<file path="src/rtl/vc_msg_serializer_pkg.sv">
// Shared definitions for the message serializer and its matching deserializer.
package vc_msg_serializer_pkg;

  typedef enum logic {
    SER_IDLE = 1'b0,
    SER_SEND = 1'b1
  } ser_state_e;

endpackage

</file>
<file path="src/rtl/vc_msg_serializer_ctrl.sv">
// Serializer control: IDLE/SEND FSM, beat index counter, last-beat compare and handshakes.
//   state    | meaning
//   SER_IDLE | no message held, in_rdy high
//   SER_SEND | emitting beat idx of the held message
module vc_msg_serializer_ctrl
  import vc_msg_serializer_pkg::*;
#(
  parameter int p_num_beats = 4,
  parameter int c_idx_nbits = $clog2(p_num_beats)
) (
  input  logic                   clk,
  input  logic                   reset,
  input  logic                   in_val,
  input  logic [c_idx_nbits-1:0] in_nbeats_m1,
  input  logic                   out_rdy,
  output logic                   in_rdy,
  output logic                   out_val,
  output logic                   out_last,
  output logic                   load,
  output logic [c_idx_nbits-1:0] idx
);

  ser_state_e             state_q, state_d;
  logic [c_idx_nbits-1:0] last_q;
  logic [c_idx_nbits-1:0] last_d;
  logic                   out_go;

  assign out_val  = (state_q == SER_SEND);
  assign out_last = out_val && (idx == last_q);
  assign out_go   = out_val && out_rdy;
  // Pipe behaviour: the final beat's acceptance frees the slot in the same cycle.
  assign in_rdy   = reset && ((state_q == SER_IDLE) || (out_last && out_rdy));
  assign load     = in_val && in_rdy;

  // Out-of-range lengths are clamped so the index never leaves the message.
  assign last_d = (32'(in_nbeats_m1) >= p_num_beats) ? c_idx_nbits'(p_num_beats - 1)
                                                      : in_nbeats_m1;

  always_comb begin
    state_d = state_q;
    case (state_q)
      SER_IDLE: if (load) state_d = SER_SEND;
      SER_SEND: if (out_go && out_last && !load) state_d = SER_IDLE;
      default:  state_d = SER_IDLE;
    endcase
  end

  always_ff @(posedge clk or negedge reset) begin
    if (!reset) begin
      state_q <= SER_IDLE;
      idx     <= '0;
      last_q  <= '0;
    end else begin
      state_q <= state_d;
      if (load) begin
        idx    <= '0;
        last_q <= last_d;
      end else if (out_go && !out_last) begin
        idx <= idx + 1'b1;
      end
    end
  end

  a_ctrl_known: assert property (@(posedge clk) disable iff (!reset)
    !$isunknown({in_val, out_rdy, in_nbeats_m1}));
  a_len_legal: assert property (@(posedge clk) disable iff (!reset)
    load |-> (32'(in_nbeats_m1) < p_num_beats));
  a_nbeats_stable: assert property (@(posedge clk) disable iff (!reset)
    (in_val && !in_rdy) |=> (!in_val || $stable(in_nbeats_m1)));

endmodule

</file>
<file path="src/rtl/vc_msg_serializer.sv">
// Wide-to-narrow serializer: one message per input handshake, emitted LSB beat first.
module vc_msg_serializer
  import vc_msg_serializer_pkg::*;
#(
  parameter int p_out_nbits = 8,
  parameter int p_num_beats = 4,
  parameter int p_in_nbits  = p_out_nbits * p_num_beats,
  parameter int c_idx_nbits = $clog2(p_num_beats)
) (
  input  logic                   clk,
  input  logic                   reset,
  input  logic                   in_val,
  output logic                   in_rdy,
  input  logic [p_in_nbits-1:0]  in_msg,
  input  logic [c_idx_nbits-1:0] in_nbeats_m1,
  output logic                   out_val,
  input  logic                   out_rdy,
  output logic [p_out_nbits-1:0] out_msg,
  output logic                   out_last
);

  logic                                     load;
  logic [c_idx_nbits-1:0]                   idx;
  logic [p_num_beats-1:0][p_out_nbits-1:0]  msg_q;

  vc_msg_serializer_ctrl #(
    .p_num_beats (p_num_beats),
    .c_idx_nbits (c_idx_nbits)
  ) u_ctrl (
    .clk          (clk),
    .reset        (reset),
    .in_val       (in_val),
    .in_nbeats_m1 (in_nbeats_m1),
    .out_rdy      (out_rdy),
    .in_rdy       (in_rdy),
    .out_val      (out_val),
    .out_last     (out_last),
    .load         (load),
    .idx          (idx)
  );

  always_ff @(posedge clk or negedge reset) begin
    if (!reset)    msg_q <= '0;
    else if (load) msg_q <= in_msg;
  end

  // Gated so a stale beat never shows while idle.
  assign out_msg = out_val ? msg_q[idx] : '0;

  a_msg_stable: assert property (@(posedge clk) disable iff (!reset)
    (in_val && !in_rdy) |=> (!in_val || $stable(in_msg)));

endmodule
</file>
<file path="config.mk">
export PLATFORM = sky130hd
export DESIGN_NAME = vc_msg_serializer
export DESIGN_NICKNAME = d
export VERILOG_FILES = /design/src/rtl/vc_msg_serializer_pkg.sv /design/src/rtl/vc_msg_serializer_ctrl.sv /design/src/rtl/vc_msg_serializer.sv
export SDC_FILE = /design/constraint.sdc
export NUM_CORES = 1
export LEC_CHECK = 0
export BUFFER_PORTS_ARGS = -buffer_cell sky130_fd_sc_hd__buf_2
export CORE_UTILIZATION = 23
export DETAILED_ROUTE_END_ITERATION = 8
export HOLD_SLACK_MARGIN = 0.12
export PLACE_DENSITY_LB_ADDON = 0.15
export SLEW_MARGIN = 20
export SYNTH_ARGS = -nofsm -noshare
export SYNTH_HDL_FRONTEND = slang
export SYNTH_HIERARCHICAL = 1
export SYNTH_SLANG_ARGS = --single-unit
</file>
<file path="constraint.sdc">
create_clock -name clk -period 4.5 [get_ports clk]
set_input_delay 0.9 -clock clk [delete_from_list [all_inputs] [get_ports clk]]
set_output_delay 0.9 -clock clk [all_outputs]
set_load 0.02 [all_outputs]
</file>
==> flow_metrics.py, run 1 <==
metrics = {
    "clock_network": {
        "cts_hold_buf": 0,
        "path_clk_slew_ps": 70,
        "cts_buffer_depth": 2,
        "clock_latency_ps": 290,
        "numClockSinks": 37,
        "ctsHtreeMaxLevel": 2,
        "cts_buffers": 5,
        "ctsRootBufferMaster": "clkbuf_8",
        "cts_resized": 0,
        "cts_setup_buffers": 0,
        "cts_tree": "yes",
    },
    "synthesis": {
        "ys.flop_type": "dfrtp_1",
        "synth_fp_nets": 178,
        "synthSimpleGateAreaFrac_pct": 5.057,
        "yosys.area.top_type": "dfrtp_1",
        "yosysMostFrequentCell": "dfrtp_1",
        "synth_edf_count": 0,
        "netlist_top_cells_area": "dfrtp_1 (49%), mux2_2 (14%), mux2i_1 (8.5%)",
        "synth_top_family_by_area": "multiplexers",
        "synth-compound-area-share_pct": 8.649,
        "syn_inst": 140,
        "muxShareOfSynthArea_pct": 29.27,
        "syn_area_um2": 1881,
        "synth-seq-cells": 37,
        "synth.avg_cell_area_um2": 13.43,
        "yosysWarnings": 6,
        "seq_area_frac_synth_pct": 49.23,
        "netlist_top_cells_count": "dfrtp_1 (37), mux2_2 (24), mux2i_1 (16), mux2_4 (8), o22ai_1 (8)",
        "yosysUniqueCellTypes": 34,
        "synth_xor_xnor_area_share_pct": 2.262,
        "synth_top_area_share_pct": 49.23,
        "async_reset_ff_share_pct": 100.0,
        "synthAdderAreaFrac_pct": 0,
    },
    "sta": {
        "finalHoldWorstSlack_ps": 508.0,
        "tightest_slew_ps": 534.9,
        "finClkSkew_ps": 8.145,
        "report.final.slew_viol_count": 0,
        "relSlewSlack_pct": 64.34,
        "hold_violations": 0,
        "setup_tns_ps": 0,
        "fmax_ghz": 0.3775,
        "rsz0062_at_grt": "no",
        "min_period_ps": 2649,
        "setup_viol": 0,
        "fin_crit_sh_pct": 58.87,
    },
    "setup_path": {
        "cpPeakStageDelay_ps": 420,
        "crit_type": "input pin to output pin",
        "crit_cells": 3,
        "cp.arrival_ps": 1750,
        "end_kind": "output pin",
        "cp_max_fo": 24,
        "reg2reg_from": "u_ctrl/idx[0]",
        "cp.required_ps": 3600,
        "critPathTopFamily": "buffers and inverters",
        "reg2reg_depth": 4,
        "critPathBufInv": 2,
        "cpMaxStageDelayCell": "buf_2",
        "crit_chain": "buf_2 > a21boi_0 > buf_2",
        "crit_top_cell": "buf_2",
        "worst_setup_path_start_kind": "input pin",
        "setup.worst_path.start": "reset",
    },
    "detailed_routing": {
        "routedWlPerCell_um": 14.44,
        "routed_wirelength_um": 4203,
        "vias": 1273,
        "drt-initial-drc-count": 41,
        "ant_nets": 0,
        "drc": 0,
        "vias_per_cell": 4.375,
        "drt_pass1_iterations": 4,
    },
    "floorplan": {
        "core_um2": 7807,
        "die_area_um2": 8542,
        "start_util_pct": 24.09,
        "rows": 32,
        "die_y_um": 92.43,
        "die_w_um": 92.43,
        "ios": 49,
    },
    "grt": {
        "grt_pass1_vias": 1408,
        "gr-total-overflow": 0,
        "gr-usage-all-layers_pct": 10.84,
        "grt_pass1_wl_um": 6969,
        "antenna_found_initial": 0,
        "grt_max_degree": 34,
    },
    "power_and_ir_drop": {
        "peakVddDrop_v": 0.0002514,
        "powerDensity_nw_per_um2": 703.6,
        "p_leak_nw": 1.024,
    },
    "hold_path": {
        "hold_class": "register to register",
        "holdPathStages": 1,
        "hp-start": "msg_q[2]",
    },
    "run_status": {
        "outcome": "complete, no violations",
    },
    "final_layout": {
        "final_layout_size_suffix_gt1_share_pct": 50.79,
        "nNetsFinal": 227,
        "areaGrowthSynthToFinish_pct": 21.36,
        "diodes": 0,
    },
    "place": {
        "port_buffers": 48,
        "routabilityCongestion": 0.6718,
        "place_hpwl_um": 2884,
    },
    "job": {
        "maxCapViolCount": 0,
    },
}
-- registers in the layout (all words and copies together) (netlist names) --
signal	cells
u_ctrl/last_q	2
msg_q	32
u_ctrl/idx	2
u_ctrl/out_val	1
-- area by class of cell --
type	count	area (µm²)
Inverter	3	11.26
Timing Repair Buffer	51	262.8
Clock buffer	6	82.58
Fill cell	805	5525
Sequential cell	37	925.9
Tap cell	102	127.6
Clock inverter	1	7.507
Multi-Input combinational cell	91	864.6
-- layer usage --
layer | wire [µm] | vias to the layer above | track usage, %
met5 | 0 | - | 0
met4 | 61 | 0 | 4.297
met3 | 244 | 7 | 2.627
met2 | 1921 | 34 | 17.10
met1 | 1976 | 621 | 14.21
li1 | - | 611 | -
-- path summary, 6_finish.rpt --
kind	to	slack (ps)
worst max register to register	msg_q[17]	2550
min in group asynchronous	u_ctrl/idx[1]	590
worst min-delay path	msg_q[2]	510
max in group asynchronous	msg_q[2]	3210
worst max-delay path	in_rdy	1850
worst min register to register	msg_q[2]	510
-- cell families (layout without fill, tap and decap cells) --
family / Yosys count / after routing
AOI/OAI and AO/OA: 22 / 22
DFF: 37 / 37
muxes: 48 / 48
and+or+nand+nor: 17 / 17
buffers and inverters: 12 / 61
xor gates and xnor gates: 4 / 4
-- metrics by stage --
step | instance area, µm² | power [mW] | instances | worst slack [ps] | utilization (%)
global route | 2282 | 1.728 | 291 | 1728 | 29.23
detailed placement | 2192 | 1.390 | 284 | 1669 | 28.08
finish | 2282 | 1.606 | 291 | 1851 | 29.23
floorplan | 1881 | 1.205 | 140 | 2108 | -
CTS | 2282 | 1.638 | 291 | 1796 | 29.23
global placement | 2192 | 1.388 | 284 | 1689 | 28.08
-- where the power goes --
part	total, mW	switching, mW	internal, mW
combinational	0.761	0.387	0.374
sequential	0.608	0.110	0.498
clock	0.237	0.116	0.121
total	1.61	0.613	0.993
-- placed cells by master (no fill, tap or decap), drive strengths merged, types with 2 or more instances in the layout --
cell type / n
xnor2: 2
o31ai: 3
nand3: 4
nand2: 5
buf: 51
dfrtp: 37
a21oi: 2
mux2i: 16
mux2: 32
xor2: 2
clkbuf: 6
nor2: 2
a311oi: 2
inv: 3
o22ai: 8
Note: power is estimated with default switching activity, not from simulation.
==> inputs of run 2 (changes only) <==
- clock period: 4.5 -> 2.4 ns (I/O delays scaled with it)
==> run 2 against run 1 <==
Effect of this change:
- largest cell class unchanged
- critical endpoint is now msg_q[27]
- global-route usage up 0.24 points
- highest routed layer unchanged
- total power is 95% higher
- via count grew 4.0%
==> flow_metrics.py, run 2 (synthesized netlist as in run 1, its figures left out) <==
metrics = {
    "sta": {
        "min_period_ps": 2187,
        "fin_ws_ps": 212.9,
        "rsz0062_at_grt": "no",
        "setup_tns_ps": 0,
        "finClkSkew_ps": 8.241,
        "setup_viol": 0,
        "fmax_ghz": 0.4572,
        "relSlewSlack_pct": 66.13,
        "tightest_slew_ps": 508.1,
        "hold_violations": 0,
        "report.final.slew_viol_count": 0,
        "fin_crit_sh_pct": 91.13,
    },
    "setup_path": {
        "reg2reg_from": "u_ctrl/idx[0]",
        "cp.required_ps": 2560,
        "cp.arrival_ps": 2350,
        "crit_type": "input pin to register",
        "worstReg2RegEnd": "msg_q[27]",
        "worst_setup_path_start_kind": "input pin",
        "end_kind": "register",
        "ff2ff_setup_slack_ps": 490,
        "reg2reg_depth": 4,
        "cp_max_fo": 24,
    },
    "power_and_ir_drop": {
        "intPower_mw": 1.950,
        "powerDensity_nw_per_um2": 1346,
        "pwr-share-clk_pct": 16.8,
        "combPwrFrac_pct": 46.4,
        "power_mw": 3.124,
        "peakVddDrop_v": 0.0003676,
        "p_switching_mw": 1.174,
        "sw_frac_of_total_pct": 37.57,
        "p_leak_nw": 1.049,
        "seqPwrFrac_pct": 36.8,
    },
    "detailed_routing": {
        "routed_wirelength_um": 4407,
        "ant_nets": 0,
        "drt-initial-drc-count": 34,
        "dr_wl_met3_um": 244,
        "vias_per_cell": 4.503,
        "vias": 1324,
        "routedWlPerCell_um": 14.99,
        "met1Wirelength_um": 2016,
        "route.met2.wl_um": 2097,
        "drt_pass1_iterations": 4,
        "drc": 0,
        "top_layer": "met4",
    },
    "final_layout": {
        "fillers": 840,
        "nNetsFinal": 230,
        "diodes": 0,
        "final_layout_size_suffix_gt1_share_pct": 51.04,
        "mostFrequentLayoutCell": "buf_2",
        "layout_common_cells": "buf_2 (48), dfrtp_1 (37), mux2_2 (24)",
        "largestRegisters": "msg_q (32), u_ctrl/idx (2), u_ctrl/last_q (2)",
        "max_flop_register": "msg_q",
        "largest_reg_flops": 32,
        "areaGrowthSynthToFinish_pct": 23.42,
    },
    "clock_network": {
        "clock_latency_ps": 280,
        "ctsRootBufferMaster": "clkbuf_8",
        "path_clk_slew_ps": 70,
        "cts_buffers": 5,
        "cts_buffer_depth": 2,
        "numClockSinks": 37,
        "cts_resized": 0,
        "ctsHtreeMaxLevel": 2,
        "cts_tree": "yes",
        "cts_setup_buffers": 0,
    },
    "grt": {
        "gr-usage-all-layers_pct": 11.08,
        "grt_pass1_wl_um": 7251,
        "gr-total-overflow": 0,
        "grt_pass1_vias": 1419,
        "antenna_found_initial": 0,
        "grt_max_degree": 40,
    },
    "place": {
        "pre_cts_ws_ps": 480.1,
        "port_buffers": 48,
        "routabilityCongestion": 0.7531,
        "place_hpwl_um": 3128,
    },
    "floorplan": {
        "die_y_um": 92.43,
        "start_util_pct": 24.09,
        "ios": 49,
        "die_w_um": 92.43,
        "die_area_um2": 8542,
        "core_um2": 7807,
        "rows": 32,
    },
    "job": {
        "maxCapViolCount": 0,
    },
    "hold_path": {
        "hp-start": "in_msg[4]",
        "hold_class": "input pin to register",
        "hold_path_end": "msg_q[4]",
        "holdPathStages": 2,
    },
    "run_status": {
        "outcome": "complete, no violations",
    },
}
==> run 2: through the flow <==
step | cell area, µm² | hold slack [ps] | util (%) | std cells
3_3_place_gp | 2207 | 307.5 | 28.27 | 286
6_report | 2321 | 424.8 | 29.73 | 294
2_1_floorplan | 1881 | 184.4 | - | 140
5_1_grt | 2321 | 413.1 | 29.73 | 294
4_1_cts | 2321 | 411.7 | 29.73 | 294
3_5_place_dp | 2207 | 299.3 | 28.27 | 286
==> run 2: how the worst max path moves through the flow <==
stage | start | end | cells past startpoint
final | reset | msg_q[27] | 6
after global routing | reset | msg_q[27] | 6
after CTS | u_ctrl/idx[1] | out_msg[0] | 4
after detailed placement | out_rdy | msg_q[14] | 5
after global placement | u_ctrl/out_val | out_msg[2] | 3
after floorplan | u_ctrl/idx[1] | in_rdy | 3
==> run 2: critical path: stages <==
cell and delay, ps:
dlygate4sd3_1 560, buf_2 180, nand3_1 150, o31ai_4 220, buf_4 360, mux2_2 380
==> run 2: layer usage <==
layer  track usage (%)  vias to the layer above
met5                 0                        -
li1                  -                      614
met4             3.125                        0
met1             14.66                      660
met3             2.791                        7
met2             17.84                       43
==> run 2: power by group through the flow <==
stage	clock, mW	combinational (mW)	sequential [mW]
after detailed placement	0	1.47	1.17
after floorplan	0	1.17	1.09
final	0.525	1.45	1.15
after global routing	0.570	1.57	1.20
after global placement	0	1.46	1.17
after CTS	0.552	1.47	1.16
==> run 2: layout make-up <==
type	instances	area (µm²)	share of cell area, %
Tap cell	102	127.6	5.499
Multi-Input combinational cell	91	864.6	37.25
Timing Repair Buffer	54	287.8	12.40
Inverter	3	11.26	0.4852
Sequential cell	37	925.9	39.89
Clock buffer	5	68.82	2.965
Clock inverter	2	35.03	1.509
==> run 2: what timing repair did <==
action                                 in CTS  in global routing
setup endpoints to repair                   0                  0
hold buffers                                1                  0
endpoints found under the hold margin       1                  0
==> inputs of run 3 (changes only) <==
- CORE_ASPECT_RATIO: default -> 0.7
- CORE_UTILIZATION: 23 -> 40
==> run 3 against run 2 <==
Effect of this change:
- the run now ends with design-rule violations left
- register-to-register slack improved by 90 ps
- hold slack got worse by 7.0 ps
- total power decreased by 2.4%
- largest cell class unchanged
- via count decreased by 1.8%
- critical path type is now input pin to output pin
- critical endpoint is now in_rdy
- sequential power about the same
- first-iteration DRC count increased by 56%
- flip-flop and latch count unchanged
- cell count decreased by 16%
==> flow_metrics.py, run 3 (synthesized netlist as in run 1, its figures left out) <==
metrics = {
    "final_layout": {
        "final_layout_size_suffix_gt1_share_pct": 51.04,
        "layout_common_cells": "buf_2 (48), dfrtp_1 (37), mux2_2 (24)",
        "areaGrowthSynthToFinish_pct": 20.63,
        "max_flop_register": "msg_q",
        "largestRegisters": "msg_q (32), u_ctrl/idx (2), u_ctrl/last_q (2)",
        "fillers": 393,
        "nNetsFinal": 229,
        "diodes": 0,
        "fin_area_um2": 2268,
        "largest_reg_flops": 32,
        "mostFrequentLayoutCell": "buf_2",
    },
    "setup_path": {
        "cp.required_ps": 1920,
        "cp_max_fo": 21,
        "cp.arrival_ps": 1790,
        "end_kind": "output pin",
        "crit_type": "input pin to output pin",
        "worst_setup_path_start_kind": "input pin",
    },
    "clock_network": {
        "numClockSinks": 37,
        "cts_tree": "yes",
        "cts_buffers": 5,
        "cts_setup_buffers": 0,
        "path_clk_slew_ps": 80,
        "ctsRootBufferMaster": "clkbuf_8",
        "ctsHtreeMaxLevel": 2,
        "clock_latency_ps": 290,
        "cts_buffer_depth": 2,
    },
    "place": {
        "place_hpwl_um": 2704,
        "postPlaceCellArea_um2": 2153,
        "port_buffers": 48,
        "routabilityCongestion": 0.7837,
    },
    "job": {
        "maxCapViolCount": 0,
    },
    "power_and_ir_drop": {
        "peakVddDrop_v": 0.0004801,
        "p_leak_nw": 1.048,
        "powerDensity_nw_per_um2": 1345,
        "power_mw": 3.050,
    },
    "detailed_routing": {
        "vias_per_cell": 5.263,
        "drt_pass1_iterations": 6,
        "ant_nets": 0,
        "drc": 6,
        "vias": 1300,
        "routed_wirelength_um": 3777,
        "routedWlPerCell_um": 15.29,
        "drt-initial-drc-count": 53,
    },
    "grt": {
        "grt_util_met1_pct": 22.78,
        "gr-total-overflow": 0,
        "grt_busiest_layer": "met2",
        "grt_pass1_vias": 1241,
        "global_route.usage.met3_pct": 4.875,
        "use_met2_pct": 24.00,
        "antenna_found_initial": 0,
        "grt_max_degree": 34,
        "grt_pass1_wl_um": 6023,
        "gr-usage-all-layers_pct": 16.15,
    },
    "floorplan": {
        "start_util_pct": 42.46,
        "core_um2": 4429,
        "die_w_um": 83.95,
        "die_area_um2": 4984,
        "ios": 49,
        "die_y_um": 59.37,
        "rows": 20,
    },
    "run_status": {
        "outcome": "finished with violations",
        "failed_checks": "design-rule violations",
    },
    "sta": {
        "finClkSkew_ps": 6.143,
        "rsz0062_at_grt": "no",
        "report.final.slew_viol_count": 0,
        "setup_viol": 0,
        "fin_crit_sh_pct": 94.47,
        "hold_violations": 0,
        "tightest_slew_ps": 406.9,
        "relSlewSlack_pct": 72.87,
        "min_period_ps": 2267,
        "fmax_ghz": 0.4411,
        "setup_tns_ps": 0,
    },
    "hold_path": {
        "hold_class": "input pin to register",
    },
}
-- run 3: metal layers --
layer	share of wire (%)	vias to the layer above
li1	-	618
met1	48	635
met2	45	42
met3	6.3	5
met4	0.79	0
met5	0	-
-- run 3: worst paths after layout --
kind | start | to | slack (ps) | cells past startpoint
worst min register to register | msg_q[30] | msg_q[30] | 510 | 1
worst max register to register | u_ctrl/last_q[0] | msg_q[21] | 580 | 4
min in group asynchronous | reset | u_ctrl/idx[0] | 550 | 2
max in group asynchronous | reset | msg_q[28] | 1390 | 3
worst min-delay path | in_msg[24] | msg_q[24] | 420 | 2
worst max-delay path | reset | in_rdy | 130 | 5
-- run 3: worst max-delay path, cell delays in order --
cell,delay [ps]
dlygate4sd3_1,520
buf_2,180
buf_6,230
a21boi_0,190
buf_2,180
-- run 3: power breakdown --
group | leakage, nW | internal (mW) | total (mW) | switching, mW
combinational | 0.554 | 0.713 | 1.42 | 0.708
clock | 0.0542 | 0.260 | 0.474 | 0.214
sequential | 0.440 | 0.935 | 1.16 | 0.221
total | 1.05 | 1.91 | 3.05 | 1.14
-- run 3: repair_timing --
action / CTS / global route
resized for setup: 0 / 1
hold buffers: 1 / 0
hold endpoints to repair: 1 / 0
endpoints found under the setup margin: 0 / 1
-- run 3: metrics by stage --
| step | util, % | instances | setup WS, ps | hold WS [ps] |
|---|---|---|---|---|
| 2_1_floorplan | - | 140 | 567.0 | 184.4 |
| 3_3_place_gp | 48.62 | 238 | 610.5 | 301.1 |
| 3_5_place_dp | 48.62 | 238 | 561.9 | 304.3 |
| 4_1_cts | 51.13 | 247 | 46.19 | 411.6 |
| 5_1_grt | 51.21 | 247 | 36.90 | 407.3 |
| 6_report | 51.21 | 247 | 132.7 | 417.8 |
-- run 3: cell type report --
class                           count  area, µm²  area share (%)
Inverter                            3      11.26          0.4964
Tap cell                           55      68.82           3.034
Clock buffer                        7      96.34           4.247
Clock inverter                      1      5.005          0.2206
Multi-Input combinational cell     91      864.6           38.11
Timing Repair Buffer               53      296.5           13.07
Sequential cell                    37      925.9           40.82
